<file path="src/rtl/mem_line_arbiter_pkg.sv">
// Shared constants and state type for the L1-to-memory line arbiter.
package mem_line_arbiter_pkg;

   localparam int L1_LINE_WORDS = 8;
   localparam int L1_WORD_W     = 32;
   localparam int L1_LINE_BITS  = L1_LINE_WORDS * L1_WORD_W;
   localparam int L1_LINE_OFF_W = $clog2(L1_LINE_BITS / 8);

   typedef enum logic [1:0] {
      IDLE  = 2'd0,
      ISSUE = 2'd1,
      WAIT  = 2'd2,
      DONE  = 2'd3
   } arb_state_t;

endpackage

</file>
<file path="src/rtl/mem_line_arbiter_rr_arb2.sv">
// Two-requester round-robin grant; the favoured-port flop moves only on advance_i.
module rr_arb2 (
   input  logic       clk,
   input  logic       rst_n,
   input  logic [1:0] req_i,
   input  logic       advance_i,
   input  logic       served_i,
   output logic [1:0] grant_o
);

   logic favour_q;
   logic favour_d;

   always_comb begin
      grant_o = req_i;
      if (req_i == 2'b11) begin
         grant_o = favour_q ? 2'b10 : 2'b01;
      end
   end

   // After serving a port, favour the other one so neither can starve.
   assign favour_d = advance_i ? ~served_i : favour_q;

   always_ff @(posedge clk or negedge rst_n) begin
      if (!rst_n) begin
         favour_q <= 1'b0;
      end else begin
         favour_q <= favour_d;
      end
   end

endmodule

</file>
<file path="src/rtl/mem_line_arbiter.sv">
// Arbitrates two L1 line requesters onto one word-wide memory port and
// sequences each line as LINE_WORDS single-word transactions.
module mem_line_arbiter
   import mem_line_arbiter_pkg::*;
#(
   parameter int LINE_WORDS = L1_LINE_WORDS,
   parameter int DATA_W     = L1_WORD_W,
   parameter int ADDR_W     = 32
) (
   input  logic                                clk,
   input  logic                                rst_n,
   input  logic [1:0]                          req_valid,
   input  logic [1:0]                          req_store,
   input  logic [1:0][ADDR_W-1:0]              req_addr,
   input  logic [1:0][LINE_WORDS*DATA_W-1:0]   req_wline,
   output logic [1:0]                          req_ack,
   output logic [1:0]                          resp_valid,
   output logic [LINE_WORDS*DATA_W-1:0]        resp_rline,
   output logic                                busy,
   output logic                                arb_mem_valid,
   output logic                                arb_mem_store,
   output logic [ADDR_W-1:0]                   arb_mem_addr,
   output logic [DATA_W-1:0]                   arb_mem_wdata,
   input  logic [DATA_W-1:0]                   mem_arb_rdata,
   input  logic                                mem_arb_valid
);

   localparam int BEAT_W = $clog2(LINE_WORDS);
   localparam int BYTE_W = $clog2(DATA_W / 8);
   localparam int OFF_W  = BEAT_W + BYTE_W;

   arb_state_t              state_q;
   logic [BEAT_W-1:0]       beat_q;
   logic [BEAT_W-1:0]       beat_d;
   logic                    grant_idx_q;
   logic                    store_q;
   logic [ADDR_W-OFF_W-1:0] tag_q;
   logic [DATA_W-1:0]       buf_q [LINE_WORDS];

   logic [1:0]              resp_valid_q;
   logic                    arb_mem_valid_q;
   logic                    arb_mem_store_q;
   logic [ADDR_W-1:0]       arb_mem_addr_q;
   logic [DATA_W-1:0]       arb_mem_wdata_q;

   logic [1:0]              grant;
   logic                    grant_idx;
   logic [DATA_W-1:0]       wword [LINE_WORDS];
   logic                    unused_addr_bits;

   rr_arb2 u_rr (
      .clk       (clk),
      .rst_n     (rst_n),
      .req_i     (req_valid),
      .advance_i (state_q == DONE),
      .served_i  (grant_idx_q),
      .grant_o   (grant)
   );

   assign grant_idx        = grant[1];
   assign beat_d           = beat_q + BEAT_W'(1);
   assign unused_addr_bits = ^{req_addr[0][OFF_W-1:0], req_addr[1][OFF_W-1:0]};

   generate
      for (genvar gi = 0; gi < LINE_WORDS; gi++) begin : g_words
         assign wword[gi] = req_wline[grant_idx][gi*DATA_W +: DATA_W];
         assign resp_rline[gi*DATA_W +: DATA_W] = (resp_valid_q != 2'b00) ? buf_q[gi] : '0;
      end
   endgenerate

   // The ack must coincide with the latch cycle, so it is decoded from the
   // current state; gating with rst_n keeps it low while reset is held.
   assign req_ack       = (rst_n && state_q == IDLE) ? grant : 2'b00;
   assign resp_valid    = resp_valid_q;
   assign busy          = (state_q != IDLE);
   assign arb_mem_valid = arb_mem_valid_q;
   assign arb_mem_store = arb_mem_store_q;
   assign arb_mem_addr  = arb_mem_addr_q;
   assign arb_mem_wdata = arb_mem_wdata_q;

   always_ff @(posedge clk or negedge rst_n) begin
      if (!rst_n) begin
         state_q         <= IDLE;
         beat_q          <= '0;
         grant_idx_q     <= 1'b0;
         store_q         <= 1'b0;
         tag_q           <= '0;
         resp_valid_q    <= 2'b00;
         arb_mem_valid_q <= 1'b0;
         arb_mem_store_q <= 1'b0;
         arb_mem_addr_q  <= '0;
         arb_mem_wdata_q <= '0;
         for (int k = 0; k < LINE_WORDS; k++) begin
            buf_q[k] <= '0;
         end
      end else begin
         arb_mem_valid_q <= 1'b0;
         resp_valid_q    <= 2'b00;
         case (state_q)
            IDLE: begin
               if (req_valid != 2'b00) begin
                  grant_idx_q     <= grant_idx;
                  store_q         <= req_store[grant_idx];
                  tag_q           <= req_addr[grant_idx][ADDR_W-1:OFF_W];
                  for (int k = 0; k < LINE_WORDS; k++) begin
                     buf_q[k] <= wword[k];
                  end
                  arb_mem_valid_q <= 1'b1;
                  arb_mem_store_q <= req_store[grant_idx];
                  arb_mem_addr_q  <= {req_addr[grant_idx][ADDR_W-1:OFF_W], {OFF_W{1'b0}}};
                  arb_mem_wdata_q <= wword[0];
                  state_q         <= ISSUE;
               end
            end
            ISSUE: begin
               state_q <= WAIT;
            end
            WAIT: begin
               if (mem_arb_valid) begin
                  if (!store_q) begin
                     buf_q[beat_q] <= mem_arb_rdata;
                  end
                  if (beat_q == BEAT_W'(LINE_WORDS - 1)) begin
                     resp_valid_q[grant_idx_q] <= 1'b1;
                     state_q                   <= DONE;
                  end else begin
                     // Beat index is spliced in, so the line never carries into the tag.
                     beat_q          <= beat_d;
                     arb_mem_valid_q <= 1'b1;
                     arb_mem_addr_q  <= {tag_q, beat_d, {BYTE_W{1'b0}}};
                     arb_mem_wdata_q <= buf_q[beat_d];
                     state_q         <= ISSUE;
                  end
               end
            end
            DONE: begin
               beat_q  <= '0;
               state_q <= IDLE;
            end
            default: state_q <= IDLE;
         endcase
      end
   end

endmodule

</file>
<file path="config.mk">
export PLATFORM = sky130hd
export DESIGN_NAME = mem_line_arbiter
export DESIGN_NICKNAME = d
export VERILOG_FILES = /design/src/rtl/mem_line_arbiter_pkg.sv /design/src/rtl/mem_line_arbiter_rr_arb2.sv /design/src/rtl/mem_line_arbiter.sv
export SDC_FILE = /design/constraint.sdc
export NUM_CORES = 1
export LEC_CHECK = 0
export ABC_AREA = 1
export BUFFER_PORTS_ARGS = -buffer_cell sky130_fd_sc_hd__buf_2
export CAP_MARGIN = 20
export CORE_AREA = 3 3 364 366
export CTS_CLUSTER_DIAMETER = 150
export CTS_CLUSTER_SIZE = 16
export DETAILED_ROUTE_END_ITERATION = 12
export DIE_AREA = 0 0 367 369
export PLACE_DENSITY = 0.51
export SYNTH_ARGS = -nofsm -noshare
export SYNTH_HDL_FRONTEND = slang
export SYNTH_SLANG_ARGS = --single-unit
</file>
<file path="constraint.sdc">
create_clock -name clk -period 1.79 [get_ports clk]
set_input_delay 0.537 -clock clk [delete_from_list [all_inputs] [get_ports clk]]
set_output_delay 0.537 -clock clk [all_outputs]
set_load 0.05 [all_outputs]
</file>
==> flow_summary.toml <==
[grt]
grt_pass1_wl_um = 219000
grt.total_usage = 0.220
grt_max_degree = 100
grt.overflow.total = 0
grt_pass1_vias = 30800
antenna_found_initial = 27

[route]
first_iter_violations = 2452
first_pass_iters = 5
finalWirelength_um = 155000
viasPerCell = 4.40
ant_nets = 0
num_vias = 32100
drt-wirelength-per-cell_um = 21.3
post-route-drc-count = 0

[floorplan]
die_w_um = 367
start_util = 0.200
dieArea_mm2 = 0.135
fp-row-count = 132
die-height_um = 369
io_pins = 942
core_mm2 = 0.129

[synthesis]
synthArstFlopShare = 1.00
yosys.area.top_type = "dfrtp_1"
ys_warn_count = 0
synthFlopType = "dfrtp_1"
syn-cell-area_mm2 = 0.0260
ys_seq_elements = 356
syn_area_per_cell_um2 = 5.75
yosysSeqAreaShare = 0.343
yosys-top-cells-area = "dfrtp_1, nand2_1, inv_1"
synth_cell_type_count = 29
synth-edff-count = 0
synth_top_cell_area_share = 0.343
synth_commonest_cells = "nand2_1, inv_1, nor2_1"
syn_inst = 4514
synth_most_common_cell = "nand2_1"

[timing]
max_freq_ghz = 0.381
fin_ws_ps = -837
post-route-period-util = 1.47
rsz0062_at_grt = "true"
finalClockSkew_ps = 24.5
worst_slew_pin_slew_ps = 647
period_minus_slack_ps = 2630
hold_viol = 0
slew-limit-headroom = 0.569
maxSlewViolCount = 0
finalSetupViolations = 560

[critical_path]
crit_path_frequent_cell = "nor2_4"
crit_chain = "nor2_4, buf_12, buf_4, nor2_4, buf_2"
critPathLaunch = "resp_valid[1]"
start_kind = "flop"
crit_buf_inv = 3
reg2reg_slack_ps = -210
required_ps = 1250
critical_path_arrival_ps = 2090
ff2ff_path_depth = 10
cpLargestDelayFamily = "buffers and inverters"
cp_max_fo = 15
path_class = "flop to primary output"
end_kind = "primary output"
crit_cells = 5
slowest_stage = "dfrtp_2"
rr_startpoint = "beat_q[0]"
slowest_delay_ps = 430

[worst_hold_path]
whs_path_depth = 3
min_path_type = "input pin to flop"
min-delay-start = "req_addr[20]"

[power_and_ir_drop]
leakagePower_nw = 22.4
power_density_mw_per_mm2 = 1630
ir_worst_vdd_uv = 1020

[run_status]
violations = "negative setup slack"
status = "complete, but fails checks"

[job]
drv_cap = 0

[cts]
clock-sinks = 356
root_buffer = "clkbuf_16"
insertion_delay_ps = 620
cts_buffers = 26
cts_tree = "yes"
cts.clk_slew.worst_paths_ps = 90
cts_max_path_buffers = 3
h-tree-depth = 1

[final_layout]
final_layout_size_suffix_gt1_frac = 0.289
area_growth_pct = 50.7
final_core_util = 0.302
final_area_mm2 = 0.0391
nNetsFinal = 6154
instances_no_fill = 7295

[placement]
gp_congestion = 0.972
post-dp-hpwl_um = 125000
port_buffers = 929
placed_cells = 7243
dpl_cell_area_mm2 = 0.0378
pre_cts_ws_ps = -365
## cell type report
type / instances / area [µm²]
fillers: 14600 / 90400
multi-input cells: 3101 / 14900
repair buffers: 1266 / 9430
flip-flops and latches: 356 / 8910
inverters: 785 / 2970
well taps: 1742 / 2180
clock buffers: 28 / 668
diodes: 15 / 37.5
clock inverters: 2 / 27.5
## where the power goes
group / internal, mW / switching (mW) / leakage, nW
clock network: 2.65 / 3.31 / 0.342
logic: 14.0 / 29.4 / 17.6
registers: 12.0 / 2.19 / 4.39
## through the flow
step                TNS [ps]  hold slack (ps)  total power, mW
finish               -221230              218             63.6
global placement      -90180              461             57.6
CTS                  -258990              137             64.2
floorplan              -3770              241             37.5
detailed placement   -100320              461             57.9
global route         -288770              185             68.5
## flip-flops by register name, summed over array words and instances (netlist names)
| signal | flops |
|---|---|
| state_q | 2 |
| buf_q | 256 |
| u_rr.favour_q | 1 |
| beat_q | 3 |
| resp_valid | 2 |
| grant_idx_q | 1 |
| tag_q | 27 |
| arb_mem_wdata | 32 |
| arb_mem_store | 1 |
| arb_mem_addr | 30 |
| arb_mem_valid | 1 |
## metal layers
layer | routed length, µm | share of wire | up-vias | GRT usage
met5 | 7 | 0.000045 | - | 0
met1 | 68500 | 0.44 | 15300 | 0.298
met4 | 3450 | 0.022 | 2 | 0.0452
met2 | 72400 | 0.47 | 1246 | 0.363
met3 | 11200 | 0.072 | 125 | 0.0398
li1 | - | - | 15400 | -
## timing repair
action | 4_1_cts | 5_1_grt
gates cloned | 0 | 1
setup buffers | 2 | 3
hold buffers | 1 | 0
gates resized for setup | 125 | 42
hold endpoints to repair | 53 | 0
pin swaps | 0 | 4
endpoints found under the setup margin | 595 | 649
## path summary, 6_finish.rpt
check	endpoint
hold / removal	tag_q[15]
min in group asynchronous	tag_q[19]
setup / recovery	resp_rline[118]
hold reg to reg	buf_q[121]
setup reg to reg	arb_mem_wdata[6]
max in group asynchronous	buf_q[49]
## worst reg2reg max path, stage by stage (launching register included)
cell	delay [ps]
dfrtp_4	500
ha_4	180
ha_1	200
nand2_1	100
nand2_1	90
nor2_4	130
buf_12	210
buf_12	210
nand2_1	70
nor2_1	140
nor2_1	50
## cell families after synthesis
group | count (synthesis) | synth area share
AOI/OAI and AO/OA | 326 | 0.0633
adders and majority gates | 3 | 0.00145
buffers and inverters | 1058 | 0.162
DFF | 356 | 0.343
other | 1 | 0.000144
and+or+nand+nor | 2770 | 0.430
## placed cells by master (no fill, tap or decap), types with 3 or more instances in the layout
| cell | count |
|---|---|
| nand3_1 | 384 |
| o22ai_1 | 3 |
| o21ai_1 | 40 |
| inv_2 | 12 |
| diode_2 | 15 |
| nand2_4 | 3 |
| nor2_4 | 254 |
| nor2_2 | 7 |
| buf_6 | 41 |
| buf_8 | 20 |
| nand2_1 | 1911 |
| buf_16 | 4 |
| dfrtp_1 | 353 |
| buf_12 | 133 |
| buf_4 | 206 |
| o21ai_0 | 277 |
| nand3b_1 | 32 |
| inv_1 | 769 |
| clkbuf_16 | 27 |
| nand3_2 | 6 |
| nand3_4 | 10 |
| buf_2 | 858 |
| nor2_1 | 155 |
(Power assumes the default switching activity.)
